### src/rtl/sub_serial_pkg.sv
// Shared constants and FSM encoding for the byte-serial subtractor.
package sub_serial_pkg;

    localparam int LANE_W_DEF = 8;

    typedef enum logic [1:0] {
        IDLE = 2'd0,
        RUN  = 2'd1,
        DONE = 2'd2
    } state_t;

endpackage

### src/rtl/sub_8bit_lane.sv
// Combinational lane subtractor: {borrow_next, d} = a - b - borrow.
module sub_8bit_lane
    import sub_serial_pkg::*;
#(
    parameter int LANE_W = LANE_W_DEF
) (
    input  logic [LANE_W-1:0] a,
    input  logic [LANE_W-1:0] b,
    input  logic              borrow,
    output logic [LANE_W-1:0] d,
    output logic              borrow_next
);

    logic [LANE_W:0] full;

    // One extra bit on top catches the borrow as the wrapped MSB.
    assign full        = {1'b0, a} - {1'b0, b} - {{LANE_W{1'b0}}, borrow};
    assign d           = full[LANE_W-1:0];
    assign borrow_next = full[LANE_W];

endmodule

### src/rtl/sub_32bit_serial.sv
// Lane-serial WIDTH-bit subtractor: one LANE_W slice per cycle, LSB first, borrow chained.
module sub_32bit_serial
    import sub_serial_pkg::*;
#(
    parameter int WIDTH  = 32,
    parameter int LANE_W = LANE_W_DEF
) (
    input  logic             clk,
    input  logic             rst,
    input  logic             in_valid,
    output logic             in_ready,
    input  logic [WIDTH-1:0] a,
    input  logic [WIDTH-1:0] b,
    output logic             out_valid,
    input  logic             out_ready,
    output logic [WIDTH-1:0] diff,
    output logic             borrow_out,
    output logic             ovf
);

    localparam int LANES = WIDTH / LANE_W;
    localparam int CNT_W = (LANES > 1) ? $clog2(LANES) : 1;
    localparam logic [CNT_W-1:0] LAST_LANE = CNT_W'(LANES - 1);

    state_t            state;
    state_t            state_next;
    logic [CNT_W-1:0]  lane_cnt;
    logic [WIDTH-1:0]  a_reg;
    logic [WIDTH-1:0]  b_reg;
    logic              borrow;
    logic [LANE_W-1:0] a_lane;
    logic [LANE_W-1:0] b_lane;
    logic [LANE_W-1:0] d_lane;
    logic              borrow_lane;
    logic              accept;
    logic              release_result;
    logic              last_lane;

    // Two's-complement overflow of a - b: operand signs differ and result sign flips away from a.
    function automatic logic sub_ovf(input logic a_msb, input logic b_msb, input logic d_msb);
        return (a_msb != b_msb) && (d_msb != a_msb);
    endfunction

    assign in_ready       = (state == IDLE) && !rst;
    assign out_valid      = (state == DONE);
    assign accept         = in_valid && in_ready;
    assign release_result = out_valid && out_ready;
    assign last_lane      = (lane_cnt == LAST_LANE);

    assign a_lane = a_reg[int'(lane_cnt) * LANE_W +: LANE_W];
    assign b_lane = b_reg[int'(lane_cnt) * LANE_W +: LANE_W];

    sub_8bit_lane #(
        .LANE_W (LANE_W)
    ) u_lane (
        .a           (a_lane),
        .b           (b_lane),
        .borrow      (borrow),
        .d           (d_lane),
        .borrow_next (borrow_lane)
    );

    always_ff @(posedge clk) begin
        if (rst) begin
            state <= IDLE;
        end else begin
            state <= state_next;
        end
    end

    always_comb begin
        state_next = state;
        case (state)
            IDLE: begin
                if (accept) begin
                    state_next = RUN;
                end
            end
            RUN: begin
                if (last_lane) begin
                    state_next = DONE;
                end
            end
            DONE: begin
                if (release_result) begin
                    state_next = IDLE;
                end
            end
            default: begin
                state_next = IDLE;
            end
        endcase
    end

    always_ff @(posedge clk) begin
        if (rst) begin
            lane_cnt   <= '0;
            borrow     <= 1'b0;
            a_reg      <= '0;
            b_reg      <= '0;
            diff       <= '0;
            borrow_out <= 1'b0;
            ovf        <= 1'b0;
        end else begin
            case (state)
                IDLE: begin
                    if (accept) begin
                        a_reg    <= a;
                        b_reg    <= b;
                        borrow   <= 1'b0;
                        lane_cnt <= '0;
                    end
                end
                RUN: begin
                    diff[int'(lane_cnt) * LANE_W +: LANE_W] <= d_lane;
                    borrow   <= borrow_lane;
                    lane_cnt <= lane_cnt + 1'b1;
                    // The top lane carries the sign bits, so both flags settle here.
                    if (last_lane) begin
                        borrow_out <= borrow_lane;
                        ovf        <= sub_ovf(a_reg[WIDTH-1], b_reg[WIDTH-1], d_lane[LANE_W-1]);
                    end
                end
                default: begin
                end
            endcase
        end
    end

endmodule

### config.mk
export PLATFORM = sky130hd
export DESIGN_NAME = sub_32bit_serial
export DESIGN_NICKNAME = d
export VERILOG_FILES = /design/src/rtl/sub_serial_pkg.sv /design/src/rtl/sub_8bit_lane.sv /design/src/rtl/sub_32bit_serial.sv
export SDC_FILE = /design/constraint.sdc
export NUM_CORES = 1
export LEC_CHECK = 0
export ABC_AREA = 1
export BUFFER_PORTS_ARGS = -buffer_cell sky130_fd_sc_hd__buf_2
export CAP_MARGIN = 0
export CORE_ASPECT_RATIO = 0.5
export CORE_MARGIN = 2
export CORE_UTILIZATION = 40
export DETAILED_ROUTE_END_ITERATION = 10
export PLACE_DENSITY_LB_ADDON = 0.2
export SYNTH_ARGS = -nofsm -noshare
export SYNTH_HDL_FRONTEND = slang
export SYNTH_SLANG_ARGS = --single-unit
### constraint.sdc
create_clock -name clk -period 7 [get_ports clk]
set_input_delay 0.35 -clock clk [delete_from_list [all_inputs] [get_ports clk]]
set_output_delay 0.35 -clock clk [all_outputs]
set_load 0.05 [all_outputs]
* After elaboration in Yosys (flattened, before gate mapping)
Cells that the tools add are included.
Storage, ports and cells: register bits 103
Cells by class: add/sub/neg operators 4, equality and inequality tests 8, shift operators 4, mux-type cells 9, reductions and logical operators 11
Operators with widths (count):
- $shiftx 32x6->8 | 2
- $neg 5->33 | 1
- $shift 8x33->32 const A | 1
- $shiftx 8x33->32 | 1
- $bwmux 32 | 1
- $sub 8x8->9 | 1
- $sub 9x1->9 | 1
- $mux 2 | 4
- $pmux 2 s3 | 1
- $reduce_and 2->1 | 3
- $eq 2x2->1 const B | 2
- $logic_and 1x1->1 | 4
- $ne 2x2->1 const B | 2
- $pmux 2 s2 | 1
- $reduce_and 3->1 | 1
- $add 2x1->2 const B | 1
- $eq 2x1->1 const B | 1
- $logic_not 2->1 | 1
- $ne 1x1->1 | 2
- $ne 2x1->1 const B | 1
- $pmux 1 s2 | 1
- $reduce_bool 2->1 | 1
- $logic_not 1->1 | 1
- $mux 1 | 1

* Depth between registers and ports, before layout
depth after elaboration 5, gate-level depth with buffers 19, mapped depth without buffers 18

* Modules after synthesis
Synthesis repeated with hierarchy kept, for this count alone.
Second synthesis, totals: cell total of the unflattened synthesis 685, area, all modules 4954.8 µm²
By module, submodules not included:
- sub_32bit_serial | instances 1, cells each 585, area each 4377.9 µm², sequential area each 2062.0 µm²
- sub_8bit_lane | instances 1, cells each 100, area each 576.8 µm², sequential area each 0.0 µm²

* Worst setup path after synthesis
OpenSTA, ideal clock, no wires.
path kind register to register, from register lane_cnt[0], to register diff[13], arrival 2637 ps, required time 6930 ps, slack 4293 ps, cell stages (with the launch flop) 17, cell sequence dfxtp_1 -> buf_6 -> buf_1 -> o21ai_0 -> a21oi_1 -> a21oi_1 -> fa_1 -> ha_1 -> nand2_1 -> nor2_1 -> nand3_2 -> nand2_2 -> xor2_2 -> nand2_1 -> nor2_2 -> nand2_1 -> a21oi_1
On the way: longest elaborated chain between the ends 5
Ends and longest elaborated chain:
- start: declaration | line sub_32bit_serial.sv:27 | logic [CNT_W-1:0] lane_cnt;
- start signal: assignment | line sub_32bit_serial.sv:117 | lane_cnt <= lane_cnt + 1'b1;
- $shiftx 32x6->8, on equally long branches | line sub_32bit_serial.sv:50, sub_32bit_serial.sv:51
- $sub 8x8->9 | line sub_8bit_lane.sv:17 | assign full = {1'b0, a} - {1'b0, b} - {{LANE_W{1'b0}}, borrow};
- $sub 9x1->9 | line sub_8bit_lane.sv:17
- $shiftx 8x33->32 | line sub_32bit_serial.sv:115 | diff[int'(lane_cnt) * LANE_W +: LANE_W] <= d_lane;
- $bwmux 32 (*) | line sub_32bit_serial.sv:115
- end signal: indexed assignment | line sub_32bit_serial.sv:115
- end: declaration | line sub_32bit_serial.sv:16 | output logic [WIDTH-1:0] diff,
Mark *: on every way between the ends. The rest lies on a longest branch, timed or not. A chain may end at the register's enable or synchronous reset.

* Final worst setup path
from register lane_cnt[0], to register diff[31]
The elaborated chain is that of the path after synthesis.

==> reports/qor.txt <==
Worst setup path startpoint: lane_cnt[0]$_SDFFE_PP0P_
Die Y: 81.0 µm
Via/cell ratio: 4.84
Initial Utilization: 40.5%
Die area: 12800 µm²
Reg power frac: 40.9%
TritonRoute pass-1 iters: 4
Worst-Skew Late Latency: 0.36 ns
Total Routing Usage GR: 19.7%
CP Launch Type: flip-flop
First-pass GRT wire length: 19.7 mm
CP max stage cell: buf_4
Worst-Margin Slew: 0.797 ns
Cell depth of the worst setup path: 16
Syn_nets: 746
Antenna cell count: 0
Top Ports: 104
Placed insts: 893
Total grt overflow: 0
Worst vdd ir: 100 µV
Slew margin rel.: 46.9%
Clk_skew: 0.00771 ns
Core area: 11700 µm²
Final Net Count: 827
Final Hold Fails: 0
Share of layout cells above drive strength 1: 18.5%
FF-to-FF Start: lane_cnt[0]$_SDFFE_PP0P_
Cell Int Power: 1.02 mW
Top cell by count, worst path: nand2_1
Worst EP arrival: 3.62 ns
CTS buffer count: 9
RR Endpoint: diff[31]$_SDFFE_PP0P_
Worst hold path class: in2reg
Setup Viol. Count Final: 0
Critical path class: reg2reg
Most used flip-flop cell after synthesis: dfxtp_1
Row cnt: 28
Vias in the first global route: 3867
CTS tree: done
Syn Inst Count: 658
Logic pwr share: 28.4%
R2r worst-path depth: 16
Post-synth cell types: 30
CP bufs+invs: 2
Post-Syn Area: 4740 µm²
Post-synthesis sequential area ratio: 43.5%
Critical Path End Type: flip-flop
Outcome: completed
Fin cells: 909
Flops & latches, synth: 103
Clk sinks: 103
Ranking of synthesized cells by area: dfxtp_1 44%, nand2_1 15%, a21oi_1 7.6%
Period minus WS final: 3.34 ns
PD cells: 282 nW/µm²
GPL Wtd Cong: 0.867
Hold_buf cts: 0
Largest delay contributor family on the critical path: simple AND/OR/NAND/NOR gates
CP Data Required Time: 7.28 ns
CP cell instances: buf_4 > inv_2 > o21ai_0 > o22ai_1 > fa_1 > ha_1 > nand2_1 > nor2_1 > nand3_2 > nand2_2 > nand2_1 > nand2_1 > nand2_1 > nand2_2 > nand4_1 > a21oi_1
Period utilisation layout: 47.8%
Area leader, netlist: dfxtp_1
Pins Over Slew Limit: 0
Routed WL per cell: 13.6 µm
Initial antenna violation count: 0
CTS Root Buffer Type: clkbuf_16
Unrepaired setup endpoints after global routing: no
DR iter-0 viols: 326
DRC: 0
Setup TNS: 0 ns
R2R setup slack: 3.66 ns
Post-synth EDFFs: 0
Routed vias: 4398
Clock Power Share: 30.7%
Switch share: 35.4%
H-tree levels: 3
Yosys warnings: 0
Synth async-reset ratio: 0%
Syn_area_per_cell: 7.20 µm²
Worst setup path end: diff[31]$_SDFFE_PP0P_
Final wirelength: 12.4 mm
Fmax: 299 MHz
Routed Antenna Nets: 0
Leak: 2.64 nW
CP max stage delay: 0.47 ns
Worst Path Max Fanout: 62
Post_cts resized: 0
DP Wirelength: 8.78 mm
CTS max path bufs: 2
Die X: 158 µm
Largest net degree at the start of global routing: 88
Max Cap Viol: 0
Port Buffers: 103
Post-CTS setup buffer count: 0
Psw: 560 µW
CTS clock-pin slew for the worst setup and hold paths: 0.07 ns
Area Overhead vs Synth: 18.4%
Area share of the leading cell type in the synthesized netlist: 43.5%
metal layers:
| layer | wire [µm] | GRT usage (%) |
|---|---|---|
| met2 | 5030 | 28.2 |
| met1 | 6560 | 30.0 |
| met4 | 94 | 4.86 |
| met5 | 0 | 0 |
| met3 | 699 | 4.16 |
through the flow:
step | instance area (µm²) | utilization [%] | hold WS (ns) | worst slack [ns] | total power [mW]
global placement | 5330 | 45.6 | 0.435 | 3.84 | 1.10
global route | 5610 | 48.0 | 0.190 | 3.34 | 1.67
detailed placement | 5330 | 45.6 | 0.442 | 3.71 | 1.10
CTS | 5610 | 48.0 | 0.178 | 3.68 | 1.58
finish | 5610 | 48.0 | 0.184 | 3.66 | 1.58
floorplan | 4740 | - | 0.424 | 4.29 | 0.986
area by class of cell:
type | count | area [µm²]
Inverter | 60 | 225
Clock inverter | 6 | 53.8
Fill cell | 1257 | 6090
Clock buffer | 10 | 229
Tap cell | 165 | 206
Timing Repair Buffer | 106 | 538
Multi-Input combinational cell | 459 | 2300
Sequential cell | 103 | 2060
synth_stat cells, types with 7 or more instances:
cell type,count
nand2_1,186
dfxtp_1,103
a21oi_1,72
nand3_1,63
inv_1,56
o21ai_0,50
nor2_1,28
clkbuf_1,21
ha_1,18
buf_2,12
o22ai_1,7
how the worst min path moves through the flow:
stage                                from                      to  slack [ns]  depth (start not counted)
floorplan           a_reg[2]$_SDFFE_PP0P_   a_reg[2]$_SDFFE_PP0P_        0.42                          2
global placement    a_reg[6]$_SDFFE_PP0P_   a_reg[6]$_SDFFE_PP0P_        0.44                          2
finish                              b[22]  b_reg[22]$_SDFFE_PP0P_        0.18                          3
CTS                                  b[4]   b_reg[4]$_SDFFE_PP0P_        0.18                          3
detailed placement  a_reg[6]$_SDFFE_PP0P_   a_reg[6]$_SDFFE_PP0P_        0.44                          2
global route                        b[21]  b_reg[21]$_SDFFE_PP0P_        0.19                          3
cell usage in the layout (no fill, tap or decap), types with 7 or more instances in the layout:
cell / n
o21ai_0: 50
a21oi_1: 72
buf_2: 103
nand2_1: 185
clkbuf_16: 9
nor2_1: 28
inv_1: 56
nand3_1: 63
ha_1: 18
dfxtp_1: 102
o22ai_1: 7
power groups by stage:
| stage | logic (mW) | clock network [mW] | registers (mW) |
|---|---|---|---|
| 5_1_grt | 0.500 | 0.517 | 0.651 |
| 2_1_floorplan | 0.312 | 0 | 0.674 |
| 4_1_cts | 0.445 | 0.491 | 0.647 |
| 3_3_place_gp | 0.441 | 0 | 0.660 |
| 6_report | 0.449 | 0.485 | 0.647 |
| 3_5_place_dp | 0.443 | 0 | 0.660 |
worst register-to-register path: stages, from the launching register on:
cell and delay, ns:
dfxtp_2 0.32, buf_4 0.47, inv_2 0.37, o21ai_0 0.26, o22ai_1 0.13, fa_1 0.41, ha_1 0.31, nand2_1 0.05
nor2_1 0.14, nand3_2 0.10, nand2_2 0.09, nand2_1 0.09, nand2_1 0.10, nand2_1 0.08, nand2_2 0.11, nand4_1 0.09
a21oi_1 0.14
kinds of logic (layout without fill, tap and decap cells):
| group | after synthesis | in the layout | synth area share (%) |
|---|---|---|---|
| DFF | 103 | 103 | 43.5 |
| buffers and inverters | 96 | 182 | 8.08 |
| adders and majority gates | 20 | 20 | 5.60 |
| AOI/OAI and AO/OA | 137 | 137 | 15.1 |
| xor gates and xnor gates | 4 | 4 | 0.898 |
| and+or+nand+nor | 298 | 298 | 26.8 |
Power figures use the tool's default switching activity.
